--- src/rtl/capture_sequencer.sv ---
// capture_sequencer: frame-level capture controller. It gates a spectrum
// AXI-Stream so that only whole frames (tuser = first beat, tlast = last beat)
// reach the analysis stage. An AHB-Lite register bank programs the frame count,
// the skip count and single/continuous mode, and raises a completion interrupt.
// Ports:
//   clk, reset_n                         clock, async active-low reset
//   tdata_s/tuser_s/tlast_s/tvalid_s     upstream stream in, tready_s out
//   tdata_m/tuser_m/tlast_m/tvalid_m     downstream stream out, tready_m in
//   haddr_s..hsel_s                      AHB-Lite slave inputs
//   hrdata_s, hreadyout_s, hresp_s       AHB-Lite slave outputs
//   interrupt                            done & IRQ_EN
module capture_sequencer #(
    parameter int unsigned DW = 16,
    parameter int unsigned CW = 16
) (
    input  logic          clk,
    input  logic          reset_n,
    input  logic [DW-1:0] tdata_s,
    input  logic          tuser_s,
    input  logic          tlast_s,
    input  logic          tvalid_s,
    output logic          tready_s,
    output logic [DW-1:0] tdata_m,
    output logic          tuser_m,
    output logic          tlast_m,
    output logic          tvalid_m,
    input  logic          tready_m,
    input  logic [31:0]   haddr_s,
    input  logic [2:0]    hburst_s,
    input  logic [2:0]    hsize_s,
    input  logic [1:0]    htrans_s,
    input  logic [31:0]   hwdata_s,
    input  logic          hwrite_s,
    input  logic          hsel_s,
    output logic [31:0]   hrdata_s,
    output logic          hreadyout_s,
    output logic          hresp_s,
    output logic          interrupt
);

    localparam int unsigned RAW = 3;
    localparam int unsigned HW  = 32;

    localparam logic [RAW-1:0] REG_CTRL   = 3'd0;
    localparam logic [RAW-1:0] REG_STATUS = 3'd1;
    localparam logic [RAW-1:0] REG_FRAMES = 3'd2;
    localparam logic [RAW-1:0] REG_SKIP   = 3'd3;
    localparam logic [RAW-1:0] REG_CAPT   = 3'd4;

    typedef enum logic [1:0] {
        ST_IDLE = 2'd0,
        ST_ARM  = 2'd1,
        ST_PASS = 2'd2,
        ST_SKIP = 2'd3
    } state_t;

    state_t         state;
    logic           cont;
    logic           irq_en;
    logic           done;
    logic           stopped;
    logic           stop_pend;
    logic [CW-1:0]  frames_reg;
    logic [CW-1:0]  skip_reg;
    logic [CW-1:0]  captured;
    logic [CW-1:0]  remain;
    logic [CW-1:0]  skipcnt;

    // AHB address phase, held for the following data phase
    logic           ph_valid;
    logic           ph_write;
    logic [RAW-1:0] ph_addr;

    logic           wr_en;
    logic           wr_ctrl;
    logic           wr_status;
    logic           start_req;
    logic           stop_req;
    logic           stop_any;
    logic           busy;
    logic           hs;
    logic           frame_end;
    logic [CW-1:0]  frames_eff;
    logic [CW-1:0]  captured_inc;
    logic [CW-1:0]  rem_dec;
    logic           fe_last;
    logic [CW-1:0]  fe_remain;
    state_t         fe_next;

    logic           unused_bits;
    assign unused_bits = ^{hburst_s, hsize_s, htrans_s[0], haddr_s[31:5],
                           haddr_s[1:0], hwdata_s};

    // Data-phase write decode; STOP overrides a simultaneous START
    assign wr_en     = ph_valid & ph_write;
    assign wr_ctrl   = wr_en & (ph_addr == REG_CTRL);
    assign wr_status = wr_en & (ph_addr == REG_STATUS);
    assign start_req = wr_ctrl & hwdata_s[0] & ~hwdata_s[1];
    assign stop_req  = wr_ctrl & hwdata_s[1];
    assign stop_any  = stop_pend | stop_req;
    assign busy      = (state != ST_IDLE);

    // Stream gating: ARM forwards only frame-start beats, PASS forwards everything
    always_comb begin
        tvalid_m = 1'b0;
        tready_s = 1'b1;
        case (state)
            ST_ARM: begin
                if (tuser_s) begin
                    tvalid_m = tvalid_s;
                    tready_s = tready_m;
                end
            end
            ST_PASS: begin
                tvalid_m = tvalid_s;
                tready_s = tready_m;
            end
            default: ;
        endcase
    end

    assign tdata_m = tdata_s;
    assign tuser_m = tuser_s;
    assign tlast_m = tlast_s;
    assign hs      = tvalid_s & tready_s;

    assign frame_end = hs & tlast_s &
                       (((state == ST_ARM) & tuser_s) | (state == ST_PASS));

    // Frame-end bookkeeping: counters never wrap, CAPTURED saturates
    always_comb begin
        frames_eff   = (frames_reg == '0) ? CW'(1) : frames_reg;
        captured_inc = (&captured) ? captured : captured + CW'(1);
        rem_dec      = (remain == '0) ? '0 : remain - CW'(1);
        fe_last      = (rem_dec == '0);
        fe_remain    = (fe_last && cont) ? frames_eff : rem_dec;
        if (stop_any || (fe_last && !cont)) begin
            fe_next = ST_IDLE;
        end else if (skip_reg != '0) begin
            fe_next = ST_SKIP;
        end else begin
            fe_next = ST_ARM;
        end
    end

    // Register bank and sequencer
    always_ff @(posedge clk or negedge reset_n) begin
        if (!reset_n) begin
            state      <= ST_IDLE;
            cont       <= 1'b0;
            irq_en     <= 1'b0;
            done       <= 1'b0;
            stopped    <= 1'b0;
            stop_pend  <= 1'b0;
            frames_reg <= '0;
            skip_reg   <= '0;
            captured   <= '0;
            remain     <= '0;
            skipcnt    <= '0;
            ph_valid   <= 1'b0;
            ph_write   <= 1'b0;
            ph_addr    <= '0;
        end else begin
            ph_valid <= hsel_s & htrans_s[1];
            ph_write <= hwrite_s;
            ph_addr  <= haddr_s[4:2];

            if (wr_ctrl) begin
                cont   <= hwdata_s[2];
                irq_en <= hwdata_s[3];
            end
            if (wr_en && (ph_addr == REG_FRAMES)) frames_reg <= hwdata_s[CW-1:0];
            if (wr_en && (ph_addr == REG_SKIP))   skip_reg   <= hwdata_s[CW-1:0];

            // W1C first so a same-cycle set below takes priority
            if (wr_status && hwdata_s[1]) done    <= 1'b0;
            if (wr_status && hwdata_s[2]) stopped <= 1'b0;

            if (frame_end) begin
                captured  <= captured_inc;
                remain    <= fe_remain;
                skipcnt   <= skip_reg;
                stop_pend <= 1'b0;
                state     <= fe_next;
                if (fe_last)  done    <= 1'b1;
                if (stop_any) stopped <= 1'b1;
            end else begin
                case (state)
                    ST_IDLE: begin
                        if (start_req) begin
                            remain    <= frames_eff;
                            captured  <= '0;
                            stop_pend <= 1'b0;
                            state     <= ST_ARM;
                        end
                    end
                    ST_ARM: begin
                        // A frame already started this cycle is finished before stopping
                        if (hs && tuser_s) begin
                            stop_pend <= stop_any;
                            state     <= ST_PASS;
                        end else if (stop_any) begin
                            stop_pend <= 1'b0;
                            stopped   <= 1'b1;
                            state     <= ST_IDLE;
                        end
                    end
                    ST_PASS: begin
                        if (stop_req) stop_pend <= 1'b1;
                    end
                    ST_SKIP: begin
                        if (stop_any) begin
                            stop_pend <= 1'b0;
                            stopped   <= 1'b1;
                            state     <= ST_IDLE;
                        end else if (hs && tlast_s) begin
                            if (skipcnt <= CW'(1)) begin
                                skipcnt <= '0;
                                state   <= ST_ARM;
                            end else begin
                                skipcnt <= skipcnt - CW'(1);
                            end
                        end
                    end
                    default: state <= ST_IDLE;
                endcase
            end
        end
    end

    // Read data in the data phase from current register values
    always_comb begin
        hrdata_s = '0;
        if (ph_valid && !ph_write) begin
            case (ph_addr)
                REG_CTRL:   hrdata_s = HW'({irq_en, cont, 2'b00});
                REG_STATUS: hrdata_s = HW'({state, 1'b0, stopped, done, busy});
                REG_FRAMES: hrdata_s = HW'(frames_reg);
                REG_SKIP:   hrdata_s = HW'(skip_reg);
                REG_CAPT:   hrdata_s = HW'(captured);
                default:    hrdata_s = '0;
            endcase
        end
    end

    assign hreadyout_s = 1'b1;
    assign hresp_s     = 1'b0;
    assign interrupt   = done & irq_en;

endmodule

--- config.mk ---
export PLATFORM = sky130hd
export DESIGN_NAME = capture_sequencer
export DESIGN_NICKNAME = d
export VERILOG_FILES = /design/src/rtl/capture_sequencer.sv
export SDC_FILE = /design/constraint.sdc
export NUM_CORES = 1
export LEC_CHECK = 0
export ABC_AREA = 1
export ABC_CLOCK_PERIOD_IN_PS = 2900
export CAP_MARGIN = 10
export CORE_MARGIN = 1.5
export CORE_UTILIZATION = 40
export CTS_BUF_LIST = sky130_fd_sc_hd__clkbuf_8 sky130_fd_sc_hd__clkbuf_16
export DETAILED_ROUTE_END_ITERATION = 10
export PLACE_DENSITY = 0.67
export SLEW_MARGIN = 40
export SYNTH_ARGS = -nofsm -noshare
export SYNTH_HDL_FRONTEND = slang
export SYNTH_SLANG_ARGS = --single-unit
--- constraint.sdc ---
create_clock -name clk -period 2.9 [get_ports clk]
set_input_delay 0.58 -clock clk [delete_from_list [all_inputs] [get_ports clk]]
set_output_delay 0.58 -clock clk [all_outputs]
set_load 0.01 [all_outputs]
==> run_results.csv <==
group,metric,value,unit
routing,vias,5340,
setup_path,endpoint_kind,"primary output",
routing,wl,16.08,mm
routing,drc_errors,0,
floorplan,num_io_pins,151,
floorplan,dieWidth,125.3,um
clock_network,cts_sinks,92,
sta,finClkSkew,0.01397,ns
clock_network,path_clk_slew,0.08,ns
floorplan,die_h,125.3,um
floorplan,row_count,44,
clock_network,insertion_delay,0.36,ns
synth,synth-seq-cells,92,
routing,ant_nets,0,
clock_network,numCtsBuffers,9,
setup_path,critical_path_required,2.32,ns
clock_network,ctsHtreeMaxLevel,3,
routing,wire_per_inst,15.85,um
floorplan,design.core.area,14590,um^2
sta,rsz0062_at_grt,"true",
min_path,worst_hold_path_type,"input port to async pin",
final_layout,n_antenna_cell,0,
routing,drtIter0Drc,508,
synth,synth_flop_cell,"dfrtp_1",
sta,slew_viol_final,0,
clock_network,cts_resized,3,
synth,synth_common_cells,"171 x nand2_1, 92 x dfrtp_1, 87 x inv_1, 72 x nor2_1, 61 x nand3_1",
setup_path,cp_max_fo,14,
sta,tightest_slew,0.6849,ns
floorplan,start_util,41.02,%
power_and_ir_drop,p_leak,3.228,nW
synth,synth_seq_area_share,38.47,%
final_layout,drive_above_1_share,11.31,%
grt,antenna_found_initial,0,
synth,avgSynthCellArea,7.537,um^2
final_layout,design_area,6834,um^2
power_and_ir_drop,power.total,5.719,mW
sta,setup_viol,0,
final_layout,nets,930,
sta,relSlewSlack,53.92,%
synth,synth_area,5984,um^2
setup_path,path_class,"flip-flop to primary output",
clock_network,postCtsHoldBufs,0,
placement,gp_congestion,0.9579,
synth,yosysUniqueCellTypes,46,
outcome,status,"finished clean",
sta,timing.final.crit_share,97.99,%
floorplan,dieArea,15700,um^2
routing,drtPass1Iterations,7,
sta,finalHoldViolCount,0,
job,max_cap_viol_count,0,
synth,synthArstFlopShare,100.0,%
grt,grt_usage,21.07,%
synth,synth_top_area_cell,"dfrtp_1",
clock_network,clockBufferDepth,2,
setup_path,critPathLaunchType,"flip-flop",
placement,dpl-instance-area,6496,um^2
grt,grt_pass1_vias,4959,
routing,routed_via_density,5.261,
final_layout,syn_to_final_growth,14.20,%
sta,fmax,351.9,MHz
clock_network,root_buffer,"clkbuf_16",
placement,io_buffers,48,
clock_network,cts_tree,"done",
final_layout,final_core_util,46.84,%
sta,period_minus_slack,2.842,ns
setup_path,arrival,2.26,ns
grt,grt_overflow,0,
synth,ys_warn_count,0,
clock_network,postCtsSetupRepairBufs,0,
power_and_ir_drop,irDropWorstVdd,0.4741,mV
grt,grt_pass1_wl,26.21,mm
synth,post-synth-top-count-cell,"nand2_1",
grt,grt_max_degree,45,
synth,synth_edf_count,0,
placement,dp.cells,999,
power_and_ir_drop,p_per_area,836.8,nW/um^2
synth,syn_inst,794,
synth,synth_top_cell_area_share,38.47,%
final_layout,finalNonFillerCells,1015,
synth,synth_area_leaders,"dfrtp_1 38%, nand2_1 11%, inv_1 5.5%",
placement,hpwl,12.13,mm
final cells by class:
cell class / count / area [um^2]
Clock inverter: 7 / 88.84
Sequential cell: 92 / 2302
Multi-Input combinational cell: 566 / 3025
Inverter: 93 / 349.1
Tap cell: 184 / 230.2
Clock buffer: 9 / 225.2
Timing Repair Buffer: 64 / 613.1
Fill cell: 1476 / 7755
worst max-delay path, cell delays in order (launching register included):
cell	delay [ns]
dfrtp_1	0.47
nor3_2	0.24
inv_2	0.17
o22ai_1	0.20
a21oi_1	0.06
nor2_1	0.19
clkdlybuf4s50_1	0.58
layout by cell type (no fill, tap or decap), types with 11 or more instances in the layout:
cell type	count
nor3_1	11
xor2_1	12
nand3_1	61
a22oi_1	13
conb_1	18
nor2_1	72
nand2_1	169
a21oi_1	19
nor4_1	11
dfrtp_1	92
inv_1	86
nand2_2	19
o21ai_0	56
buf_4	16
clkdlybuf4s50_1	46
path summary, 6_finish.rpt:
path	start	to	slack, ns	cells past startpoint
setup / recovery	ph_addr[2]$_DFF_PN0_	hrdata_s[15]	0.06	6
max in group asynchronous	reset_n	done$_DFF_PN0_	2.00	2
setup reg to reg	state[1]$_DFFE_PN0P_	remain[3]$_DFFE_PN0P_	0.30	13
hold reg to reg	captured[13]$_DFFE_PN0P_	captured[13]$_DFFE_PN0P_	0.51	2
min in group clk	captured[13]$_DFFE_PN0P_	captured[13]$_DFFE_PN0P_	0.51	2
hold / removal	reset_n	remain[4]$_DFFE_PN0P_	0.23	1
through the flow:
stage	hold slack [ns]	setup slack [ns]	TNS, ns
6_report	0.2331	0.05819	0
5_1_grt	0.2713	-0.04396	-0.1672
4_1_cts	0.2424	0.03896	0
3_5_place_dp	0.4987	0.1262	0
3_3_place_gp	0.4845	0.1444	0
2_1_floorplan	0.2844	0.7049	0
power by group:
part | switching, mW | internal [mW]
sequential | 0.548 | 1.70
clock | 0.600 | 0.623
combinational | 1.38 | 0.871
cell families (layout without fill, tap and decap cells):
group	count (synthesis)	in the layout	share of synthesized area (%)
fa+ha+maj	8	8	1.673
compound gates	134	134	13.46
other cells	2	18	0.1255
buf+inv	152	173	12.42
flops	92	92	38.47
xor+xnor	18	18	2.634
simple gates	388	388	31.22
routing by layer:
metal	part of all wire (%)	vias to the layer above	wire length, um	global-route usage [%]
met5	0	-	0	0
met4	2.1	0	331	6.885
met3	6.2	23	995	4.450
met2	45	189	7293	31.60
met1	46	2496	7464	30.34
li1	-	2632	-	-
(Power assumes the default switching activity.)
